[src/rtl/pulse_pkg.sv]
// Shared types and constants for the pulse measurement/sequencing blocks.
package pulse_pkg;

   typedef enum logic [1:0] {
      StIdle,
      StAlign,
      StMeasHi,
      StMeasLo
   } meas_state_e;

   localparam int unsigned DefaultWidth = 32;
   // Also sizes the pair counter field in the sequencer's register map.
   localparam int unsigned PairCountW = 16;

endpackage

[src/rtl/edge_sync.sv]
// Multi-flop synchronizer for an asynchronous input, plus a history flop for edge detection.
module edge_sync #(
   parameter int unsigned Stages = 2
) (
   input  logic clk_i,
   input  logic rst_ni,
   input  logic in_i,
   output logic level_o,
   output logic rise_o,
   output logic fall_o
);

   logic [Stages-1:0] sync_q;
   logic              hist_q;

   always_ff @(posedge clk_i or negedge rst_ni) begin
      if (!rst_ni) begin
         sync_q <= '0;
         hist_q <= 1'b0;
      end else begin
         sync_q <= {sync_q[Stages-2:0], in_i};
         hist_q <= sync_q[Stages-1];
      end
   end

   assign level_o = sync_q[Stages-1];
   assign rise_o  = sync_q[Stages-1] & ~hist_q;
   assign fall_o  = ~sync_q[Stages-1] & hist_q;

endmodule

[src/rtl/pulse_measurer.sv]
// Measures high/low phase pairs of an asynchronous pulse train and reports them as
// length-minus-one reload values with a valid/ack handshake.
module pulse_measurer
   import pulse_pkg::*;
#(
   parameter int unsigned WIDTH       = DefaultWidth,
   parameter int unsigned SYNC_STAGES = 2
) (
   input  logic                  clk_i,
   input  logic                  rst_ni,
   input  logic                  operate_i,
   input  logic                  in_i,
   input  logic                  ack_i,
   output logic [WIDTH-1:0]      hi_count_o,
   output logic [WIDTH-1:0]      lo_count_o,
   output logic                  valid_o,
   output logic                  saturated_o,
   output logic                  overrun_o,
   output logic [PairCountW-1:0] pair_count_o
);

   localparam logic [WIDTH-1:0] CntMax = '1;

   meas_state_e           state_q, state_d;
   logic [WIDTH-1:0]      cnt_q, cnt_d;
   logic [WIDTH-1:0]      pend_hi_q, pend_hi_d;
   logic                  sat_hi_q, sat_hi_d;
   logic [WIDTH-1:0]      hi_q, hi_d;
   logic [WIDTH-1:0]      lo_q, lo_d;
   logic                  valid_q, valid_d;
   logic                  sat_q, sat_d;
   logic                  ovr_q, ovr_d;
   logic [PairCountW-1:0] pairs_q, pairs_d;
   logic                  operate_q;

   logic                  in_level, in_rise, in_fall;
   logic                  pair_done;
   logic                  cnt_at_max;
   logic [WIDTH-1:0]      cnt_inc;

   edge_sync #(
      .Stages(SYNC_STAGES)
   ) u_edge_sync (
      .clk_i  (clk_i),
      .rst_ni (rst_ni),
      .in_i   (in_i),
      .level_o(in_level),
      .rise_o (in_rise),
      .fall_o (in_fall)
   );

   assign cnt_at_max = (cnt_q == CntMax);
   assign cnt_inc    = cnt_at_max ? cnt_q : cnt_q + WIDTH'(1);

   always_comb begin
      state_d   = state_q;
      cnt_d     = cnt_q;
      pend_hi_d = pend_hi_q;
      sat_hi_d  = sat_hi_q;
      pair_done = 1'b0;
      if (!operate_i) begin
         state_d   = StIdle;
         cnt_d     = '0;
         pend_hi_d = '0;
         sat_hi_d  = 1'b0;
      end else begin
         case (state_q)
            StIdle: state_d = StAlign;
            StAlign: begin
               if (in_rise) begin
                  state_d = StMeasHi;
                  cnt_d   = '0;
               end
            end
            StMeasHi: begin
               if (in_fall) begin
                  pend_hi_d = cnt_q;
                  sat_hi_d  = cnt_at_max;
                  cnt_d     = '0;
                  state_d   = StMeasLo;
               end else begin
                  cnt_d = cnt_inc;
               end
            end
            StMeasLo: begin
               // MeasLo is only entered on a fall, so the first high sample here is the rise.
               if (in_level) begin
                  pair_done = 1'b1;
                  cnt_d     = '0;
                  state_d   = StMeasHi;
               end else begin
                  cnt_d = cnt_inc;
               end
            end
            default: state_d = StIdle;
         endcase
      end
   end

   always_comb begin
      hi_d    = hi_q;
      lo_d    = lo_q;
      sat_d   = sat_q;
      valid_d = valid_q;
      ovr_d   = ovr_q;
      pairs_d = pairs_q;
      if (operate_i && !operate_q) begin
         ovr_d = 1'b0;
      end
      if (pair_done) begin
         // A same-cycle ack frees the slot, so the new pair replaces the old one.
         if (!valid_q || ack_i) begin
            hi_d    = pend_hi_q;
            lo_d    = cnt_q;
            sat_d   = sat_hi_q | cnt_at_max;
            valid_d = 1'b1;
            pairs_d = pairs_q + PairCountW'(1);
         end else begin
            ovr_d = 1'b1;
         end
      end else if (ack_i) begin
         valid_d = 1'b0;
      end
   end

   always_ff @(posedge clk_i or negedge rst_ni) begin
      if (!rst_ni) begin
         state_q   <= StIdle;
         cnt_q     <= '0;
         pend_hi_q <= '0;
         sat_hi_q  <= 1'b0;
         hi_q      <= '0;
         lo_q      <= '0;
         valid_q   <= 1'b0;
         sat_q     <= 1'b0;
         ovr_q     <= 1'b0;
         pairs_q   <= '0;
         operate_q <= 1'b0;
      end else begin
         state_q   <= state_d;
         cnt_q     <= cnt_d;
         pend_hi_q <= pend_hi_d;
         sat_hi_q  <= sat_hi_d;
         hi_q      <= hi_d;
         lo_q      <= lo_d;
         valid_q   <= valid_d;
         sat_q     <= sat_d;
         ovr_q     <= ovr_d;
         pairs_q   <= pairs_d;
         operate_q <= operate_i;
      end
   end

   assign hi_count_o   = hi_q;
   assign lo_count_o   = lo_q;
   assign valid_o      = valid_q;
   assign saturated_o  = sat_q;
   assign overrun_o    = ovr_q;
   assign pair_count_o = pairs_q;

endmodule

[config.mk]
export PLATFORM = sky130hd
export DESIGN_NAME = pulse_measurer
export DESIGN_NICKNAME = d
export VERILOG_FILES = /design/src/rtl/pulse_pkg.sv /design/src/rtl/edge_sync.sv /design/src/rtl/pulse_measurer.sv
export SDC_FILE = /design/constraint.sdc
export NUM_CORES = 1
export LEC_CHECK = 0
export CAP_MARGIN = 20
export CORE_ASPECT_RATIO = 1.25
export CORE_MARGIN = 1
export CORE_UTILIZATION = 32
export DETAILED_ROUTE_END_ITERATION = 10
export PLACE_DENSITY = 0.49
export SYNTH_ARGS = -nofsm -noshare
export SYNTH_HDL_FRONTEND = slang
export SYNTH_SLANG_ARGS = --single-unit
export TNS_END_PERCENT = 100
[constraint.sdc]
create_clock -name clk_i -period 2.55 [get_ports clk_i]
set_input_delay 0.6375 -clock clk_i [delete_from_list [all_inputs] [get_ports clk_i]]
set_output_delay 0.6375 -clock clk_i [all_outputs]
set_load 0.01 [all_outputs]
After elaboration in Yosys (flattened, before gate mapping)
Cells that the tools add are included.

operators by class
  equal/unequal tests = 11
  bitwise logic cells = 5
  add/sub/neg operators = 2
  reductions and logical operators = 11
  multiplexer cells = 26

operators by type and width
  operator               number
  $mux 32                8
  $pmux 32 s3            1
  $add 32x1->32 const B  1
  $eq 32x32->1 const B   1
  $add 16x1->16 const B  1
  $mux 1                 12
  $mux 2                 4
  $pmux 2 s4             1
  $reduce_and 2->1       4
  $ne 2x1->1 const B     3
  $ne 3x3->1 const B     2
  $eq 2x2->1 const B     2
  $ne 4x1->1 const B     1
  $ne 3x2->1 const B     1
  $reduce_and 3->1       1
  $and 1x1->1            2
  $eq 2x1->1 const B     1
  $logic_not 1->1        2
  $logic_not 2->1        1
  $not 1->1              2
  $reduce_bool 2->1      1
  $logic_and 1x1->1      1
  $logic_or 1x1->1       1
  $or 1x1->1             1

storage, ports and cells
  logic and storage cells = 68
  output and inout bits = 83
  flip-flop bits (word level) = 154

Depth between registers and ports, before layout
Gate-level depths: netlist (run 1).

  depth after elaboration = 5
  mapped depth = 9
  gate-level depth less buffers = 6

Cells and area by module
A second synthesis (run 1) with hierarchy kept.

second synthesis, totals
  cell total of the unflattened synthesis = 570
  area, all modules = 6587.6 µm²

modules (own cells, without submodules)
  module          seq. area each (µm²)  area an instance (µm²)  instances  cells each
  pulse_measurer  3778.6                6497.5                  1          565
  edge_sync       75.1                  90.1                    1          5

Worst setup path before layout (run 1)
No wires, ideal clock.

  kind = reg-to-reg
  start = register cnt_q[0]
  end = register cnt_q[0]
  clock period less this slack = 2.044 ns
  data required time = 2.432 ns
  slack = 0.506 ns
  setup time = 0.118 ns
  arrival time = 1.926 ns
  stages on the path, launching flop included = 10
  path through = dfrtp_1 -> ha_1 -> nand3_1 -> nor4_2 -> and4_1 -> buf_2 -> buf_4 -> buf_6 -> nor3_1 -> a21o_1

on the way
  longest elaborated chain between the ends = 5
  elaborated cells on any way between the ends = 7
  classes of those cells = add/sub: 1; eq/ne: 1; mux: 5

RTL lines
  item                                                  RTL line                                    text
  start, declared                                       pulse_measurer.sv:25                        logic [WIDTH-1:0] cnt_q, cnt_d;
  start signal, assigned                                pulse_measurer.sv:141                       cnt_q <= cnt_d;
  $add 32x1->32 / $eq 32x32->1 (equally long branches)  pulse_measurer.sv:53, pulse_measurer.sv:52
  $mux 32 (*)                                           pulse_measurer.sv:53                        assign cnt_inc = cnt_at_max ? cnt_q : cnt_q + WIDTH'(1);
  $mux 32 (on tied branches)                            pulse_measurer.sv:87, pulse_measurer.sv:76
  $pmux 32 s3 (*)                                       pulse_measurer.sv:67                        case (state_q)
  $mux 32 (*)                                           pulse_measurer.sv:61                        if (!operate_i) begin

Mark *: on every way between the ends. The rest lies on a longest branch, timed or not.
A chain may end at the register's enable or synchronous reset.

Worst setup path in the final report (run 1)
  start = register cnt_q[1]
  end = register cnt_q[5]

Same word-level chain as after synthesis.

==> results of run 1 <==
-- worst register-to-register path: stages (launching register included) --
cell and delay (ps):
dfrtp_1 360, ha_1 210, nand3_1 260, nor4_2 480, and4_1 290, buf_4 250, nor4_1 80, a31o_2 220
-- cell families after synthesis --
kind of cell | Yosys count
compound gates | 105
mux | 68
simple gates | 201
flops | 154
buf+inv | 46
fa+ha+maj | 2
xor+xnor | 15
-- power breakdown --
part / leakage, nW / internal (mW) / switching, mW / total [mW]
clock: 0.285 / 1.42 / 1.07 / 2.49
sequential: 2.13 / 2.49 / 0.0388 / 2.52
combinational: 1.27 / 0.127 / 0.161 / 0.288
-- stage by stage --
stage / TNS (ps) / setup WS [ps]
floorplan: 0 / 506
global placement: -96.1 / -33.6
detailed placement: -157 / -46.0
CTS: 0 / 276
global route: 0 / 97.0
finish: 0 / 289
-- flip-flops by register name, summed over array words and instances, names as in the netlist --
register and cells:
sat_hi_q 1, cnt_q 32, operate_q 1, pend_hi_q 32, u_edge_sync.hist_q 1, valid_o 1, u_edge_sync.sync_q 2, state_q 2
saturated_o 1, hi_count_o 32, overrun_o 1, lo_count_o 32, pair_count_o 16
-- routing by layer --
metal	wire length, µm	vias up	global-route usage (%)
met4	461	0	7.99
li1	-	2354	-
met2	8500	128	28.3
met3	621	24	3.15
met5	0	-	0
met1	7200	2539	21.3
-- final timing paths --
kind / from / end / slack [ps]
worst max-delay path: cnt_q[1]$_DFFE_PN0P_ / cnt_q[5]$_DFFE_PN0P_ / 290
worst min-delay path: rst_ni / hi_count_o[2]$_DFFE_PN0P_ / 130
worst max register to register: cnt_q[1]$_DFFE_PN0P_ / cnt_q[5]$_DFFE_PN0P_ / 290
worst min register to register: u_edge_sync.sync_q[0]$_DFF_PN0_ / u_edge_sync.sync_q[1]$_DFF_PN0_ / 370
max in group asynchronous: rst_ni / pend_hi_q[17]$_DFFE_PN0P_ / 1760
min in group clk_i: u_edge_sync.sync_q[0]$_DFF_PN0_ / u_edge_sync.sync_q[1]$_DFF_PN0_ / 370
-- cell type report --
class | instances | area (µm²)
clock inverter | 13 | 130
tap | 270 | 338
timing repair buffer | 128 | 1250
clock buffer | 19 | 453
multi-input combinational | 391 | 2580
sequential | 154 | 3850
fill | 1961 | 11500
inverter | 11 | 41.3
-- cell usage in the layout, fill, tap and decap left out, drive strengths merged, types with 3 or more instances in the layout --
| cell | n |
|---|---|
| clkdlybuf4s50 | 86 |
| nand2 | 100 |
| clkinv | 4 |
| or4 | 14 |
| o31a | 5 |
| nor2 | 13 |
| or3 | 8 |
| o311ai | 3 |
| and4 | 8 |
| nor4 | 7 |
| xnor2 | 10 |
| nand4 | 17 |
| nor3 | 3 |
| buf | 42 |
| a31oi | 5 |
| mux2 | 65 |
| dfrtp | 154 |
| clkbuf | 19 |
| nand2b | 8 |
| mux2i | 3 |
| o31ai | 13 |
| nand3 | 16 |
| xor2 | 5 |
| o21ai | 13 |
| inv | 17 |
| a21oi | 55 |
==> metrics.md, run 1 <==
| Metric | Value |
|---|---|
| Adder and majority cell fraction of the synthesized area | 0.378% |
| Number of hold violations in the final report | 0 |
| Area growth from synthesis to layout | 30.7% |
| Post-Layout Cell Count | about 1,000 |
| Post-placement cell count | 954 |
| Global-route usage over all layers | 17.1% |
| Kind of cell with the highest combined delay on the critical path | simple AND/OR/NAND/NOR gates |
| Skew final | about 8.8 ps |
| Share of the clock period used by the worst path after layout | 88.7% |
| Global-route wire length before repair | around 27,000 µm |
| Maximum fanout along the worst path | 20 |
| Cell with the largest stage delay on the worst path | nor4_2 |
| Via count of the first global-routing pass | 5,067 |
| Final-layout worst hold slack | ~130 ps |
| Crit path capture type | flop |
| Post-Route Utilization | 42.9% |
| Worst min-delay path class | input pin to asynchronous set/reset pin |
| Antenna-violating nets left | 0 |
| Highest ir drop seen on vdd | 0.534 mV |
| Highest attainable clock frequency | 442 MHz |
| Part of the Yosys area used for sequential elements | about three fifths |
| Time the worst path needs with I/O delays and setup | 2260 ps |
| Most instantiated library cell after synthesis | dfrtp_1 |
| Detail Placement HPWL | 11,900 µm |
| Depth of the worst register-to-register path | 7 |
| Power per standard cell area | 613 mW/mm² |
| Pre-Repair DR Iteration Count | 4 |
| Startpoint-to-endpoint class of the critical path | flop to flop |
| Number of resized instances in the post-cts repair step | 0 |
| Final routed DRC violation total | 0 |
| Die Footprint | 0.0213 mm² |
| Post-Syn Area | 0.00662 mm² |
| Startpoint type of the worst setup path | flop |
| Synth Area in XOR/XNOR | around 2% |
| Post-CTS Repair Setup Buffers | 0 |
| CTS tree | built |
| Fraction of layout instances using a drive strength above 1 | 20.7% |
| Number of violations reported at the end of detailed-routing iteration 0 | 267 |
| Number of buffer cells added on primary ports | 87 |
| Diodes inserted | 0 |
| Outcome | finished, final reports clean |
| Hold-fix buffers at CTS | 0 |
| Net total in the final layout | 710 |
| Final setup violating endpoints | 0 |
| Die Span X | 131 µm |
| Required arrival time at the worst endpoint | 2860 ps |
| Core Box Area | 0.0202 mm² |
| Static Leakage | 3.68 nW |
| Combinational family with the most area after synthesis | simple AND/OR/NAND/NOR gates |
| Slew @ Worst Pin | 653 ps |
| Crit. path cell count | 7 |
| Slowest cell delay on critical path | 480 ps |
| Arrival time at the worst endpoint | ~2600 ps |
| Maximum count of clock buffers along a single path | 2 |
| DR vias/cell | just over 5 |
| Number of buffer and inverter stages on the critical path | 1 |
| RSZ-0062 raised after global routing | false |
| Critical Path, Cell by Cell | ha_1 > nand3_1 > nor4_2 > and4_1 > buf_4 > nor4_1 > a31o_2 |
| Main area contributors after synthesis | dfrtp_1 58%, mux2_2 11%, nand2_1 5.7%, a21oi_1 4.2%, or4_1 1.6% |
| Final Max Tran Viols | 0 |
| Synth cell types | 48 |
| Cell accounting for the most synthesized area | dfrtp_1 |
| Cell at the root of the clock tree | clkbuf_16 |
| RePlAce Congestion | between 0.8 and 0.9 |
| # rows | 58 |
| Sink Count | 154 |
| Routed vias | 5,045 |
| Number of warnings issued by yosys | 0 |
| Starting density of the core | 32.8% |
| Most frequent cells after synthesis | 154 x dfrtp_1, 100 x nand2_1, 65 x mux2_2 |
| Post-placement cell area | 0.00807 mm² |
| Mux share of post-synthesis cell area | 11.5% |
| Synthesized Nets | between 500 and 600 |
| Count of flip-flops with a built-in enable after synthesis | 0 |
| TritonCTS Buffers | 17 |
| Simple-gate share of the synthesized area | 15.3% |
| Post-Syn Area per Cell | 11.2 µm² |
| Routed length per placed instance | between 15 and 20 µm |
| Number of antenna violations at the first check in global routing | 0 |
| Async set-or-reset flop fraction in the synthesized netlist | 100% |
| Die extent in y | 163 µm |
| Largest net degree at the start of global routing | 52 |
| Top Ports | approximately 90 |
| Most instantiated flip-flop cell in the synthesis netlist | dfrtp_1 |
| Area of all placed cells without fillers | 0.00865 mm² |
| H-tree depth reported by CTS | 4 |
| Max-cap violations | 0 |
| Share of Yosys cell area claimed by the top area cell type | 58.2% |
| Total chip power | 5.30 mW |
| Fraction of the mapped netlist area in compound gates | 9.71% |
| Congestion Overflow GR | 0 |
| Seq cells post-synth | 154 |
| Count of mapped cells out of synthesis | 591 |
| Relative slew slack | 56.5% |
| Wire length after detailed routing | between 15,000 and 20,000 µm |
| Source-to-sink clock delay at the later pin of the worst-skew pair | 430 ps |
| Clock slew at reported path FFs | 60 ps |
Note: power is estimated with default switching activity, not from simulation.
==> run 2: changes to the inputs <==
--- a/config.mk
+++ b/config.mk
@@ -5,12 +5,13 @@
 export SDC_FILE = /design/constraint.sdc
 export NUM_CORES = 1
 export LEC_CHECK = 0
-export CAP_MARGIN = 20
 export CORE_ASPECT_RATIO = 1.25
 export CORE_MARGIN = 1
 export CORE_UTILIZATION = 32
 export DETAILED_ROUTE_END_ITERATION = 10
+export MAX_ROUTING_LAYER = met4
 export PLACE_DENSITY = 0.49
+export SETUP_SLACK_MARGIN = 0.4
 export SYNTH_ARGS = -nofsm -noshare
 export SYNTH_HDL_FRONTEND = slang
 export SYNTH_SLANG_ARGS = --single-unit
==> run 2 against run 1 <==
Against the previous run: count of clock-buffer cells in the layout increased by 2; routed wire length increased by 1.0%; combinational power increased by 3%; register-to-register slack improved by 190 ps; first-iteration DRC count increased by 3.7%; worst setup slack improved by 190 ps; clock skew about the same; largest power group is now clock; sequential cell count unchanged; worst hold slack improved by 48 ps; sequential share of layout area decreased by 0.78 points; utilization increased by 0.84 points.
==> metrics.md, run 2 (synthesized netlist as in run 1, its figures left out) <==
| Metric | Value |
|---|---|
| Outcome | finished, final reports clean |
| Highest-count cells in the layout ignoring fill and taps | 149 x dfrtp_1, 99 x nand2_1, 85 x clkdlybuf4s50_1 |
| Depth of the worst register-to-register path | 6 |
| Required arrival time at the worst endpoint | 2900 ps |
| Antenna-violating nets left | 0 |
| Top Ports | 88 |
| Switching power share of the total | 23.1% |
| Area growth from synthesis to layout | 33.3% |
| Relative slew slack | between 50% and 60% |
| Part of the power in the clock network | 47.4% |
| Startpoint-to-endpoint class of the critical path | flop to flop |
| Number of antenna violations at the first check in global routing | 0 |
| Final total negative setup slack | 0 ps |
| Final setup violating endpoints | 0 |
| Maximum fanout along the worst path | 33 |
| Congestion Overflow GR | 0 |
| Number of buffer cells added on primary ports | 87 |
| Time the worst path needs with I/O delays and setup | 2070 ps |
| Global-route usage over all layers | 17.7% |
| Highest attainable clock frequency | 484 MHz |
| Startpoint type of the worst setup path | flop |
| # rows | 58 |
| Minimum setup slack in the final design | 483 ps |
| DR vias/cell | 5.06 |
| Detail Placement HPWL | 11,800 µm |
| Diodes inserted | 0 |
| Source-to-sink clock delay at the later pin of the worst-skew pair | around 420 ps |
| Die extent in y | roughly 160 µm |
| Switching pwr | 1.24 mW |
| Leading cell type in the layout, fill and taps excluded | dfrtp_1 |
| Net total in the final layout | slightly above 700 |
| Share of the clock period used by the worst path after layout | 81.1% |
| Crit path capture type | flop |
| Static Leakage | about 3.8 nW |
| Sequential fraction of design power | between 40% and 50% |
| Number of violations reported at the end of detailed-routing iteration 0 | 277 |
| Routed length per placed instance | roughly 17 µm |
| Internal power | 4.13 mW |
| Slew @ Worst Pin | 676 ps |
| Place WS | -46.9 ps |
| Routed vias | 5,026 |
| Fraction of layout instances using a drive strength above 1 | a little under a quarter |
| Worst min-delay path class | input pin to asynchronous set/reset pin |
| Area of all placed cells without fillers | 0.00882 mm² |
| Minimum setup slack among reg-to-reg paths | approximately 480 ps |
| TritonCTS Buffers | 17 |
| Arrival time at the worst endpoint | roughly 2400 ps |
| RSZ-0062 raised after global routing | true |
| Worst flop-to-flop path startpoint | cnt_q[24]$_DFFE_PN0P_ |
| Global-route wire length before repair | 27,800 µm |
| Post-Route Utilization | between 40 and 50% |
| Power per standard cell area | 608 mW/mm² |
| Pre-Repair DR Iteration Count | 4 |
| Final routed DRC violation total | 0 |
| Number of hold violations in the final report | 0 |
| Starting density of the core | between 30 and 40% |
| Total chip power | 5.36 mW |
| Highest ir drop seen on vdd | 0.413 mV |
| Post-placement cell area | 0.00809 mm² |
| Number of inserted filler cells in the final layout | 1,943 |
| Final Max Tran Viols | 0 |
| Portion of total power attributed to combinational logic | 5.6% |
| Wire length after detailed routing | 17,000 µm |
| Largest net degree at the start of global routing | 56 |
| R2R Path End | cnt_q[17]$_DFFE_PN0P_ |
| Max-cap violations | 0 |
| H-tree depth reported by CTS | 4 |
| Clock slew at reported path FFs | 60 ps |
| Cell at the root of the clock tree | clkbuf_16 |
| Core Box Area | roughly 0.02 mm² |
| Sink Count | around 150 |
| Die Span X | 131 µm |
| Maximum count of clock buffers along a single path | 2 |
| CTS tree | built |
| Skew final | 8.83 ps |
| Via count of the first global-routing pass | 5,203 |
| Die Footprint | 0.0213 mm² |
| RePlAce Congestion | around 0.84 |
==> run 2: cell types whose count changed in the layout (fill, tap and decap cells not counted), sizes merged <==
cell,delta
dlymetal6s2s,+1
clkbuf,+2
inv,-3
bufinv,+1
buf,+8
clkdlybuf4s50,-1
==> run 2: how the worst max path moves through the flow <==
stage | startpoint | end | slack [ps] | depth (start not counted)
2_1_floorplan | cnt_q[0]$_DFFE_PN0P_ | cnt_q[0]$_DFFE_PN0P_ | 510 | 9
6_report | cnt_q[24]$_DFFE_PN0P_ | cnt_q[17]$_DFFE_PN0P_ | 480 | 6
4_1_cts | cnt_q[11]$_DFFE_PN0P_ | cnt_q[29]$_DFFE_PN0P_ | 410 | 5
3_3_place_gp | operate_i | cnt_q[10]$_DFFE_PN0P_ | -40 | 6
5_1_grt | cnt_q[19]$_DFFE_PN0P_ | cnt_q[20]$_DFFE_PN0P_ | 370 | 6
3_5_place_dp | operate_i | cnt_q[10]$_DFFE_PN0P_ | -50 | 6
==> run 2: per-stage QoR <==
stage          hold slack [ps]  cells
6_report                   175    994
5_1_grt                    204    994
4_1_cts                    184    987
3_5_place_dp               342    955
3_3_place_gp               343    955
2_1_floorplan              331    591
==> run 2: power by group through the flow <==
stage          combinational (mW)  clock, mW  sequential (mW)
6_report                    0.298       2.54             2.52
5_1_grt                     0.330       2.71             2.53
3_3_place_gp                0.295          0             2.57
2_1_floorplan              0.0956          0             2.58
4_1_cts                     0.303       2.61             2.52
3_5_place_dp                0.301          0             2.57
==> run 2: routing by layer <==
layer	share of wire [%]	up-vias	global-route usage, %	routed length, µm
met2	51	99	28.4	8580
met4	2.7	0	8.62	452
li1	-	2365	-	-
met3	2.4	33	2.73	408
met1	44	2529	21.7	7520
met5	0	-	-	0
==> run 2: what timing repair did <==
| item | 4_1_cts | 5_1_grt |
|---|---|---|
| resized for setup | 6 | 12 |
| buffers inserted | 0 | 7 |
| pin swaps | 0 | 1 |
| cloned | 0 | 0 |
| hold buffers | 0 | 0 |
| setup endpoints to repair | 29 | 25 |
==> run 2: cell type report <==
| type | count | area (µm²) | area share (%) |
|---|---|---|---|
| clock inverter | 11 | 135 | 1.53 |
| clock buffer | 21 | 460 | 5.22 |
| inverter | 11 | 41.3 | 0.468 |
| sequential | 154 | 3860 | 43.8 |
| tap | 270 | 338 | 3.83 |
| multi-input combinational | 391 | 2660 | 30.1 |
| timing repair buffer | 136 | 1330 | 15.1 |
==> run 2: critical path, cell delays in order (launching register included) <==
cell and delay [ps]:
dfrtp_2 440, and4_1 260, and2_1 220, and4_1 230, buf_12 170, or4_1 500
a21oi_2 160
==> run 3: changes to the inputs <==
--- a/config.mk
+++ b/config.mk
@@ -10,7 +10,7 @@
 export CORE_UTILIZATION = 32
 export DETAILED_ROUTE_END_ITERATION = 10
 export MAX_ROUTING_LAYER = met4
-export PLACE_DENSITY = 0.49
+export PLACE_DENSITY = 0.51
 export SETUP_SLACK_MARGIN = 0.4
 export SYNTH_ARGS = -nofsm -noshare
 export SYNTH_HDL_FRONTEND = slang
==> constraint.sdc (replaced) <==
create_clock -name clk_i -period 1.69 [get_ports clk_i]
set_input_delay 0.4225 -clock clk_i [delete_from_list [all_inputs] [get_ports clk_i]]
set_output_delay 0.4225 -clock clk_i [all_outputs]
set_load 0.01 [all_outputs]
==> run 3 against run 2 <==
Against the previous run: the run now ends with setup timing left; clock skew fell by 0.74 ps; final cell count rose by 22%; via count rose by 20%; fmax rose by 4.1%; first-iteration DRC count rose by 13%; sequential share of layout area fell by 12 points; design area rose by 37%; global-route usage rose by 4.0 points; clock power rose by 51%; sequential cell count did not move; total power rose by 56%; utilization rose by 16 points; highest routed layer unchanged.
==> metrics.md, run 3 (synthesized netlist as in run 1, its figures left out) <==
| Metric | Value |
|---|---|
| Outcome | complete, but fails checks |
| Violations in the final reports | setup timing |
| Final routed DRC violation total | 0 |
| Highest-count cells in the layout ignoring fill and taps | 181 x buf_4, 154 x dfrtp_1, 71 x buf_2 |
| Number of violations reported at the end of detailed-routing iteration 0 | 313 |
| Die Span X | 131 µm |
| Routed length per placed instance | 18.9 µm |
| Starting density of the core | 32.8% |
| Endpoint with the worst hold slack | u_edge_sync.sync_q[1]$_DFF_PN0_ |
| Highest ir drop seen on vdd | 0.619 mV |
| Relative slew slack | 76.5% |
| Time the worst path needs with I/O delays and setup | 1990 ps |
| Die extent in y | between 150 and 200 µm |
| Skew final | 8.09 ps |
| Kind of cell with the highest combined delay on the critical path | buffers and inverters |
| Net total in the final layout | 941 |
| Fraction of layout instances using a drive strength above 1 | about two thirds |
| Congestion Overflow GR | 0 |
| Largest net degree at the start of global routing | a little under 50 |
| Critical path's most frequent cell | buf_6 |
| Number of hold violations in the final report | 0 |
| Worst min-delay path class | flop to flop |
| Number of antenna violations at the first check in global routing | 0 |
| Diodes inserted | 0 |
| Detail Placement HPWL | 12,800 µm |
| Source-to-sink clock delay at the later pin of the worst-skew pair | between 400 and 500 ps |
| Via count of the first global-routing pass | 6,304 |
| Antenna-violating nets left | 0 |
| RSZ-0062 raised after global routing | true |
| Final setup violating endpoints | 145 |
| Number of inserted filler cells in the final layout | 1,646 |
| Worst hold path depth | 0 |
| Cell with the largest stage delay on the worst path | dfrtp_1 |
| Global-route usage over all layers | 21.7% |
| Cell at the root of the clock tree | clkbuf_16 |
| Core Box Area | 0.0202 mm² |
| Global-route wire length before repair | about 34,000 µm |
| Slowest cell delay on critical path | 410 ps |
| Number of buffer and inverter stages on the critical path | 7 |
| Final Max Tran Viols | 0 |
| Wire length after detailed routing | 22,900 µm |
| Share of the clock period used by the worst path after layout | 117% |
| # rows | 58 |
| Power per standard cell area | 694 mW/mm² |
| Highest attainable clock frequency | 504 MHz |
| TritonCTS Buffers | 17 |
| Depth of the worst register-to-register path | 10 |
| Critical Path, Cell by Cell | buf_6 > nand4_1 > buf_6 > buf_12 > nor2_4 > buf_6 > buf_12 > buf_8 > buf_16 > mux2_4 |
| Sink Count | between 150 and 200 |
| Minimum setup slack in the final design | -295 ps |
| Area growth from synthesis to layout | 82.7% |
| CTS tree | built |
| Startpoint type of the worst setup path | flop |
| RePlAce Congestion | between 0.8 and 0.9 |
| Maximum count of clock buffers along a single path | 2 |
| Clock slew at reported path FFs | 70 ps |
| Max-cap violations | 0 |
| Required arrival time at the worst endpoint | 2020 ps |
| Crit path capture type | flop |
| DR vias/cell | 4.97 |
| Die Footprint | 0.0213 mm² |
| Leading cell type in the layout, fill and taps excluded | buf_4 |
| Startpoint-to-endpoint class of the critical path | flop to flop |
| Post-Route Utilization | between 50 and 60% |
| R2R Path End | hi_count_o[9]$_DFFE_PN0P_ |
| Minimum setup slack among reg-to-reg paths | -300 ps |
| Routed vias | 6,047 |
| Arrival time at the worst endpoint | 2310 ps |
| Worst flop-to-flop path startpoint | state_q[0]$_DFFE_PN0P_ |
| Pre-Repair DR Iteration Count | 4 |
| Maximum fanout along the worst path | 8 |
| Top Ports | 88 |
| H-tree depth reported by CTS | 4 |
| Slew @ Worst Pin | 349 ps |
| Place WS | -709 ps |
| Static Leakage | 5.98 nW |
| Number of buffer cells added on primary ports | 87 |
| Source of the worst hold timing path | u_edge_sync.sync_q[0]$_DFF_PN0_ |
[run 3: changes by cell type in the layout (fill, tap and decap cells not counted), moves of 58 or more]
cell / before / now
nand2_1: 99 / 37
buf_6: 1 / 59
mux2_2: 65 / 0
buf_4: 42 / 181
clkdlybuf4s50_1: 85 / 2
buf_2: 0 / 71
mux2_4: 0 / 65
[run 3: routing by layer]
metal  wire length, µm  track usage [%]
met1              9640             25.7
met2             12100             36.6
met5                 0                -
met3               597             3.25
met4               602             8.62
[run 3: where the power goes]
group	switching, mW	leakage, nW	total (mW)	internal (mW)
Clock	1.83	0.294	3.83	2.00
Combinational	0.383	3.55	0.765	0.382
Sequential	0.0512	2.13	3.80	3.75
Total	2.27	5.98	8.39	6.13
[run 3: cell type report]
type | instances | area [µm²] | share of cell area, %
repair buffers | 359 | 3410 | 28.2
clock buffers | 17 | 425 | 3.52
flip-flops and latches | 154 | 3850 | 31.9
well taps | 270 | 338 | 2.79
multi-input cells | 391 | 3850 | 31.8
clock inverters | 15 | 174 | 1.44
inverters | 11 | 41.3 | 0.341
[run 3: worst register-to-register path: stages, from the launching register on]
cell	delay (ps)
dfrtp_1	410
buf_6	120
nand4_1	120
buf_6	170
buf_12	120
nor2_4	130
buf_6	130
buf_12	120
buf_8	110
buf_16	140
mux2_4	310
[run 3: how the worst max path moves through the flow]
stage / startpoint / end / slack (ps) / cells past startpoint
finish: state_q[0]$_DFFE_PN0P_ / hi_count_o[9]$_DFFE_PN0P_ / -300 / 10
global placement: operate_i / cnt_q[12]$_DFFE_PN0P_ / -650 / 5
detailed placement: operate_i / cnt_q[12]$_DFFE_PN0P_ / -710 / 5
global route: state_q[0]$_DFFE_PN0P_ / pair_count_o[15]$_DFFE_PN0P_ / -370 / 9
CTS: cnt_q[1]$_DFFE_PN0P_ / cnt_q[5]$_DFFE_PN0P_ / -230 / 7
floorplan: u_edge_sync.hist_q$_DFF_PN0_ / cnt_q[12]$_DFFE_PN0P_ / -190 / 6
[run 3: through the flow]
step	power [mW]	hold slack (ps)	instance area [µm²]	cells	TNS, ps
finish	8.39	356	12100	1217	-27650
global route	8.67	366	12100	1217	-36970
CTS	8.32	342	10800	1161	-12260
detailed placement	4.43	300	9040	1029	-67190
global placement	4.41	298	9040	1029	-62690
floorplan	4.07	127	7120	591	-3160
[run 3: what timing repair did]
action	in CTS	in global routing
gates cloned	17	5
endpoints found under the setup margin	231	230
pin swaps	65	106
resized for setup	474	174
hold buffers	1	0
hold endpoints to repair	18	0
buffers inserted	82	51
